[src/rtl/c1541_pkg.sv]
// Shared types and helpers for the 1541 drive mechanics: bit-rate zones and
// the track-number boundaries that select them.
package c1541_pkg;

    typedef enum logic [1:0] {
        ZONE_0 = 2'd0,
        ZONE_1 = 2'd1,
        ZONE_2 = 2'd2,
        ZONE_3 = 2'd3
    } zone_t;

    localparam int ZONE3_MAX_TRK = 17;
    localparam int ZONE2_MAX_TRK = 24;
    localparam int ZONE1_MAX_TRK = 30;

    // Outer tracks hold more sectors, so they get the fastest bit-rate zone.
    function automatic zone_t ht_to_zone(input logic [5:0] trk);
        zone_t z;
        if (trk <= 6'(ZONE3_MAX_TRK)) begin
            z = ZONE_3;
        end else if (trk <= 6'(ZONE2_MAX_TRK)) begin
            z = ZONE_2;
        end else if (trk <= 6'(ZONE1_MAX_TRK)) begin
            z = ZONE_1;
        end else begin
            z = ZONE_0;
        end
        return z;
    endfunction

endpackage

[src/rtl/c1541_step_dec.sv]
// Stepper phase decoder: compares previous and current VIA phase outputs and
// flags an inward or outward half-track step.
module c1541_step_dec (
    input  logic [1:0] stp_r_i,
    input  logic [1:0] stp_i,
    output logic       inc_o,
    output logic       dec_o
);

    // Phase sequence 0,2,1,3 walks inward; the reverse walks outward.
    // Diagonal jumps and an unchanged phase produce no motion.
    always_comb begin
        inc_o = 1'b0;
        dec_o = 1'b0;
        case ({stp_r_i, stp_i})
            4'b00_10, 4'b10_01, 4'b01_11, 4'b11_00: inc_o = 1'b1;
            4'b10_00, 4'b01_10, 4'b11_01, 4'b00_11: dec_o = 1'b1;
            default: ;
        endcase
    end

endmodule

[src/rtl/c1541_head.sv]
// Head position and motor stage: half-track stepping, derived track/zone/tr00,
// settle timing, and write-back requests for the dirty track buffer.
module c1541_head
    import c1541_pkg::*;
#(
    parameter int START_HT = 36,
    parameter int MIN_HT   = 1,
    parameter int MAX_HT   = 80,
    parameter int SETTLE   = 1024
) (
    input  logic       clk,
    input  logic       reset,
    input  logic       ce,
    input  logic [1:0] stp,
    input  logic       mtr,
    input  logic       act,
    input  logic       buff_we,
    input  logic       disk_change,
    input  logic       busy,
    output logic [5:0] track,
    output logic [6:0] half_track,
    output logic       tr00_sense_n,
    output logic [1:0] zone,
    output logic       head_ready,
    output logic       save_track
);

    localparam int CW = $clog2(SETTLE + 1);

    logic [6:0]    half_track_q, half_track_d;
    logic [5:0]    track_q;
    zone_t         zone_q;
    logic          tr00_n_q;
    logic [1:0]    stp_r_q;
    logic          act_r_q;
    logic          modified_q, modified_d;
    logic          pending_q, pending_d;
    logic [CW-1:0] settle_q, settle_d;

    logic inc, dec, step, trigger, dirty, issue;

    c1541_step_dec u_step_dec (
        .stp_r_i (stp_r_q),
        .stp_i   (stp),
        .inc_o   (inc),
        .dec_o   (dec)
    );

    always_comb begin
        half_track_d = half_track_q;
        modified_d   = modified_q;
        pending_d    = pending_q;
        settle_d     = settle_q;

        step    = mtr & (inc | dec);
        trigger = step | (act_r_q & ~act);
        dirty   = modified_q | buff_we;
        issue   = pending_q & ~busy;

        if (mtr & inc) begin
            half_track_d = (half_track_q >= 7'(MAX_HT)) ? 7'(MAX_HT) : half_track_q + 7'd1;
        end else if (mtr & dec) begin
            half_track_d = (half_track_q <= 7'(MIN_HT)) ? 7'(MIN_HT) : half_track_q - 7'd1;
        end

        // A swapped disk invalidates whatever the buffer holds, so nothing is saved.
        if (disk_change) begin
            modified_d = 1'b0;
            pending_d  = 1'b0;
        end else begin
            pending_d  = (pending_q & ~issue) | (trigger & dirty);
            modified_d = trigger ? 1'b0 : dirty;
        end

        if (step) begin
            settle_d = CW'(SETTLE);
        end else if (settle_q != '0) begin
            settle_d = settle_q - 1'b1;
        end
    end

    always_ff @(posedge clk) begin
        if (reset) begin
            half_track_q <= 7'(START_HT);
            track_q      <= 6'(START_HT / 2);
            zone_q       <= ht_to_zone(6'(START_HT / 2));
            tr00_n_q     <= ((START_HT / 2) != 0);
            stp_r_q      <= stp;
            act_r_q      <= act;
            modified_q   <= 1'b0;
            pending_q    <= 1'b0;
            settle_q     <= '0;
        end else if (ce) begin
            half_track_q <= half_track_d;
            track_q      <= half_track_q[6:1];
            zone_q       <= ht_to_zone(half_track_q[6:1]);
            tr00_n_q     <= (half_track_q[6:1] != 6'd0);
            stp_r_q      <= stp;
            act_r_q      <= act;
            modified_q   <= modified_d;
            pending_q    <= pending_d;
            settle_q     <= settle_d;
        end
    end

    // The request is a strobe aligned to the ce tick that clears pending.
    assign save_track   = ce & ~reset & ~disk_change & issue;
    assign half_track   = half_track_q;
    assign track        = track_q;
    assign zone         = zone_q;
    assign tr00_sense_n = tr00_n_q;
    assign head_ready   = (settle_q == '0);

endmodule
[config.mk]
export PLATFORM = sky130hd
export DESIGN_NAME = c1541_head
export DESIGN_NICKNAME = d
export VERILOG_FILES = /design/src/rtl/c1541_pkg.sv /design/src/rtl/c1541_step_dec.sv /design/src/rtl/c1541_head.sv
export SDC_FILE = /design/constraint.sdc
export NUM_CORES = 1
export LEC_CHECK = 0
export BUFFER_PORTS_ARGS = -buffer_cell sky130_fd_sc_hd__buf_2
export CELL_PAD_IN_SITES_DETAIL_PLACEMENT = 0
export CELL_PAD_IN_SITES_GLOBAL_PLACEMENT = 1
export CORE_ASPECT_RATIO = 1.5
export CORE_MARGIN = 3
export CORE_UTILIZATION = 42
export DETAILED_ROUTE_END_ITERATION = 8
export PLACE_DENSITY_LB_ADDON = 0.12
export SYNTH_ARGS = -nofsm -noshare
export SYNTH_HDL_FRONTEND = slang
export SYNTH_HIERARCHICAL = 1
export SYNTH_SLANG_ARGS = --single-unit
export TNS_END_PERCENT = 1
[constraint.sdc]
create_clock -name clk -period 2.6 [get_ports clk]
set_input_delay 0.39 -clock clk [delete_from_list [all_inputs] [get_ports clk]]
set_output_delay 0.39 -clock clk [all_outputs]
set_load 0.02 [all_outputs]
==> out/metrics.csv, run 1 <==
metric,value,unit
status,"complete, no violations",
fmax,448.9,MHz
r2r_setup_slack,0.37,ns
synth-edff-count,3,
p_sw_frac,0.3772,
port_buffers,27,
root_buffer,clkbuf_8,
drv_slew,0,
synthArstFlopShare,0,
rr_endpoint,settle_q[9],
seqPwrFrac,0.392,
seq_area_frac_synth,0.3751,
intPower,1.079,mW
dp_hpwl,3.456,mm
gp_congestion,0.8983,
cts.path.max_buffers,2,
p_leak,0.8738,nW
clkPwrFrac,0.228,
htreeDepth,2,
fin_skew,0.004052,ns
post_cts_buffers,0,
maxCapViolations,0,
start_util,0.4438,
wirelength,4.578,mm
tightest_slew,0.6051,ns
worstHoldPathCells,1,
cts_resized,0,
required,2.80,ns
worstSetupPathType,reg2reg,
area_growth,16.45,%
first_pass_iters,4,
start_kind,flip-flop,
gr-total-overflow,0,
nFillCells,395,
power_switching,653.6,uW
rows,28,
drcViolationCount,0,
slew_headroom,0.5913,
min_from,act,
max-vdd-ir-drop,0.5911,mV
grt_pass1_wl,7.948,mm
die_w,59.28,um
p_per_area,832.3,mW/mm2
setup_viol,0,
power_frac_comb,0.380,
post-route-min-period,2.228,ns
diodes,0,
grt_max_degree,19,
synth_top_area_frac,0.3247,
fp.coreArea,0.004029,mm2
seqCellArea,670.6,um2
tns,0,ns
synth_cells,210,
synthesis.nets,225,
synth.top_cells.by_area,"dfxtp_1 32%, mux2i_1 6.2%, edfxtp_1 5.0%",
cts_tree,yes,
synth_cell_types,55,
holdBufCountCts,0,
die_h,85.91,um
synthFlopType,dfxtp_1,
wl_per_cell,16.01,um
crit_fanout,6,
dieArea,0.005092,mm2
postSynthAreaPerCell,8.514,um2
drt_iter0_markers,59,
fin_crit_sh,0.8567,
vias,1729,
clk_pin_slew_worst_paths,0.07,ns
ys_seq_elements,32,
cp-end-kind,flip-flop,
cts_buffers,5,
vias_per_cell,6.045,
synth_top_area_cell,dfxtp_1,
r2r_start,stp_r_q[0],
num_io_pins,28,
multi_input_area,0.001030,mm2
clkLatencyLatePin,0.28,ns
finalHoldViolCount,0,
ant_nets,0,
rsz0062_at_grt,no,
final_nets,255,
grt_usage,0.1971,
drive_gt1_frac,0.2033,
syn-cell-area,0.001788,mm2
hp-class,in2reg,
reg2regPathDepth,6,
hold-path-endpoint,act_r_q,
synth-warning-count,6,
antenna_found_initial,0,
cp.arrival,2.43,ns
hold_slack,0.3025,ns
cts_sinks,32,
grt_pass1_vias,1721,
how the worst max path moves through the flow:
stage                     cells past startpoint  slack, ns        from            end
after floorplan                               7       0.39      stp[0]  half_track[3]
after global placement                        7       0.31      stp[0]  half_track[3]
after detailed placement                      7       0.23      stp[0]    settle_q[9]
after CTS                                     6       0.36  stp_r_q[0]    settle_q[9]
after global routing                          6       0.11  stp_r_q[0]    settle_q[9]
final                                         6       0.37  stp_r_q[0]    settle_q[9]
routing by layer:
layer  vias to the layer above  global-route usage  part of all wire
li1                        828                   -                 -
met2                        55              0.3572              0.54
met5                         -                   0                 0
met3                        14             0.03765             0.037
met4                         0             0.06804             0.018
met1                       832              0.2206              0.41
cells in the mapped netlist, types with 2 or more instances:
master    instances
o21a_1            4
a21oi_1          11
a311oi_1          3
nand2_1          13
edfxtp_1          3
clkbuf_1         10
nor2_1           17
or3_1             5
and3_1            6
nand3b_1          2
a31oi_1           6
o211ai_1          2
ha_1              5
or4b_1            2
nand3_1           8
dfxtp_1          29
mux2i_1          11
nand2b_1          5
nor3_1           11
o21ai_0          11
nand4_1           2
or2_2             2
inv_1            10
cell families (layout without fill, tap and decap cells):
kind of cell / after synthesis / in the layout / share of synthesized area
and+or+nand+nor: 84 / 84 / 0.2603
AOI/OAI and AO/OA: 53 / 53 / 0.2030
DFF: 32 / 32 / 0.3751
buffers and inverters: 22 / 53 / 0.04899
muxes: 12 / 12 / 0.06788
adders and majority gates: 5 / 5 / 0.03499
xor gates and xnor gates: 2 / 2 / 0.009799
cell type report:
class                           instances  share of cell area
Clock inverter                          2            0.004808
Tap cell                               45             0.02704
Timing Repair Buffer                   35             0.09375
Multi-Input combinational cell        156              0.4946
Inverter                               10             0.01803
Clock buffer                            6             0.03966
Sequential cell                        32              0.3221
cells in the final DEF (no fill, tap or decap), types with 10 or more instances in the layout:
cell,count
nor2_1,17
nor3_1,11
mux2i_1,11
inv_1,10
o21ai_0,11
nand2_1,13
a21oi_1,11
buf_2,27
dfxtp_1,29
registers in the layout, indices dropped and copies added (netlist names):
name	count
half_track	7
pending_q	1
track	6
tr00_sense_n	1
stp_r_q	2
settle_q	11
modified_q	1
act_r_q	1
zone	2
power groups by stage:
stage | combinational (mW) | sequential (mW) | clock, mW
global route | 0.746 | 0.692 | 0.425
detailed placement | 0.657 | 0.686 | 0
CTS | 0.659 | 0.676 | 0.403
global placement | 0.634 | 0.685 | 0
floorplan | 0.501 | 0.674 | 0
finish | 0.658 | 0.678 | 0.396
worst max-delay path: stages, from the launching register on:
cell	delay (ns)
edfxtp_1	0.38
xor2_1	0.26
mux2i_1	0.43
o21ai_0	0.26
nand4_1	0.20
or4b_1	0.45
a21oi_1	0.16
stage by stage:
stage / area [um2] / util / setup slack, ns / cells / total power, mW
finish: 2082 / 0.5168 / 0.3725 / 286 / 1.733
global route: 2082 / 0.5168 / 0.1105 / 286 / 1.862
CTS: 2082 / 0.5168 / 0.3590 / 286 / 1.738
detailed placement: 1989 / 0.4938 / 0.2283 / 278 / 1.344
global placement: 1989 / 0.4938 / 0.3084 / 278 / 1.319
floorplan: 1788 / - / 0.3867 / 210 / 1.175
Note: power is estimated with default switching activity, not from simulation.
==> run 2, diff against run 1 <==
--- a/config.mk
+++ b/config.mk
@@ -12,6 +12,7 @@
 export CORE_MARGIN = 3
 export CORE_UTILIZATION = 42
 export DETAILED_ROUTE_END_ITERATION = 8
+export MAX_ROUTING_LAYER = met4
 export PLACE_DENSITY_LB_ADDON = 0.12
 export SYNTH_ARGS = -nofsm -noshare
 export SYNTH_HDL_FRONTEND = slang
==> out/metrics.csv, run 2 (same netlist as run 1, synthesis figures left out) <==
metric,value,unit
status,"complete, no violations",
final.setup.worst_slack,0.3377,ns
post-route-min-period,2.262,ns
worstSetupPathType,reg2reg,
layout_common_cells,"29 x dfxtp_1, 27 x buf_2, 17 x nor2_1",
cts_tree,yes,
hold_slack,0.3089,ns
dieArea,0.005092,mm2
grt_pass1_wl,7.879,mm
post_cts_buffers,0,
maxCapViolations,0,
post-place-ws,0.2313,ns
vias_per_cell,5.941,
clk_pin_slew_worst_paths,0.07,ns
gr-total-overflow,0,
crit_slowest_cell,mux2i_1,
slew_headroom,0.5003,
grt_usage,0.2025,
drt_iter0_markers,38,
cts_sinks,32,
vias,1699,
max-vdd-ir-drop,0.5391,mV
fmax,442.0,MHz
wl_per_cell,16.00,um
ant_nets,0,
fin_cells,286,
grt_pass1_vias,1664,
dp.cells,278,
cp.arrival,2.47,ns
p_leak,0.8873,nW
final_common_cell,dfxtp_1,
rows,28,
wirelength,4.575,mm
grt_max_degree,19,
tns,0,ns
gp_congestion,0.8936,
port_buffers,27,
rsz0062_at_grt,no,
max_stage_delay,0.45,ns
p_per_area,879.2,mW/mm2
drive_gt1_frac,0.2033,
tightest_slew,0.7398,ns
crit_fanout,6,
cp-end-kind,flip-flop,
final_nets,255,
drv_slew,0,
cts_resized,0,
die_h,85.91,um
start_kind,flip-flop,
first_pass_iters,4,
diodes,0,
holdBufCountCts,0,
fp.coreArea,0.004029,mm2
cts.path.max_buffers,2,
antenna_found_initial,0,
num_io_pins,28,
finalHoldViolCount,0,
required,2.81,ns
clkLatencyLatePin,0.27,ns
placed_area,0.001989,mm2
fin_crit_sh,0.8701,
start_util,0.4438,
largest_reg_flops,11,
setup_viol,0,
drcViolationCount,0,
htreeDepth,2,
post-route-cell-area,0.002116,mm2
cts_buffers,5,
fin_util,0.5252,
root_buffer,clkbuf_8,
hp-class,in2reg,
area_growth,18.33,%
fin_skew,0.005255,ns
dp_hpwl,3.379,mm
die_w,59.28,um
path_cells,xor2_1 > mux2i_1 > o21ai_0 > nand4_1 > or4b_1 > a21oi_1,
regMostFlops,settle_q,
total_power,1.860,mW
## run 2: cell types whose count changed in the layout (fill, tap and decap cells not counted)
cell       previous run  this run
clkinv_2              2         0
bufinv_16             0         1
clkbuf_8              6         7
## run 2: power breakdown
| part | internal (mW) | total [mW] | switching (mW) |
|---|---|---|---|
| logic | 0.281 | 0.665 | 0.384 |
| registers | 0.588 | 0.680 | 0.0924 |
| clock network | 0.338 | 0.516 | 0.178 |
| total | 1.21 | 1.86 | 0.654 |
## run 2: worst paths after layout
kind | from | to | slack (ns) | cells past startpoint
min | act | act_r_q | 0.31 | 1
max reg2reg | stp_r_q[0] | settle_q[9] | 0.34 | 6
min reg2reg | settle_q[10] | settle_q[10] | 0.48 | 2
max | stp_r_q[0] | settle_q[9] | 0.34 | 6
## run 2: cell type report
type	count	area, um2
Timing Repair Buffer	35	195.2
Multi-Input combinational cell	156	1030
Clock buffer	7	96.34
Clock inverter	1	30.03
Sequential cell	32	670.6
Inverter	10	37.54
Fill cell	391	1913
Tap cell	45	56.30
## run 2: critical path: cells and delay by family (launching register included)
family,cells,cell delay [ns]
simple gates,2,0.67
mux,1,0.45
compound gates,2,0.43
flops,1,0.39
xor+xnor,1,0.26
## run 2: routing by layer
metal  routed length [um]  track usage  part of all wire
met3                  125      0.03313             0.027
met1                 1902       0.2331              0.42
met5                    0            -                 0
met2                 2427       0.3423              0.53
met4                  119      0.07629             0.026
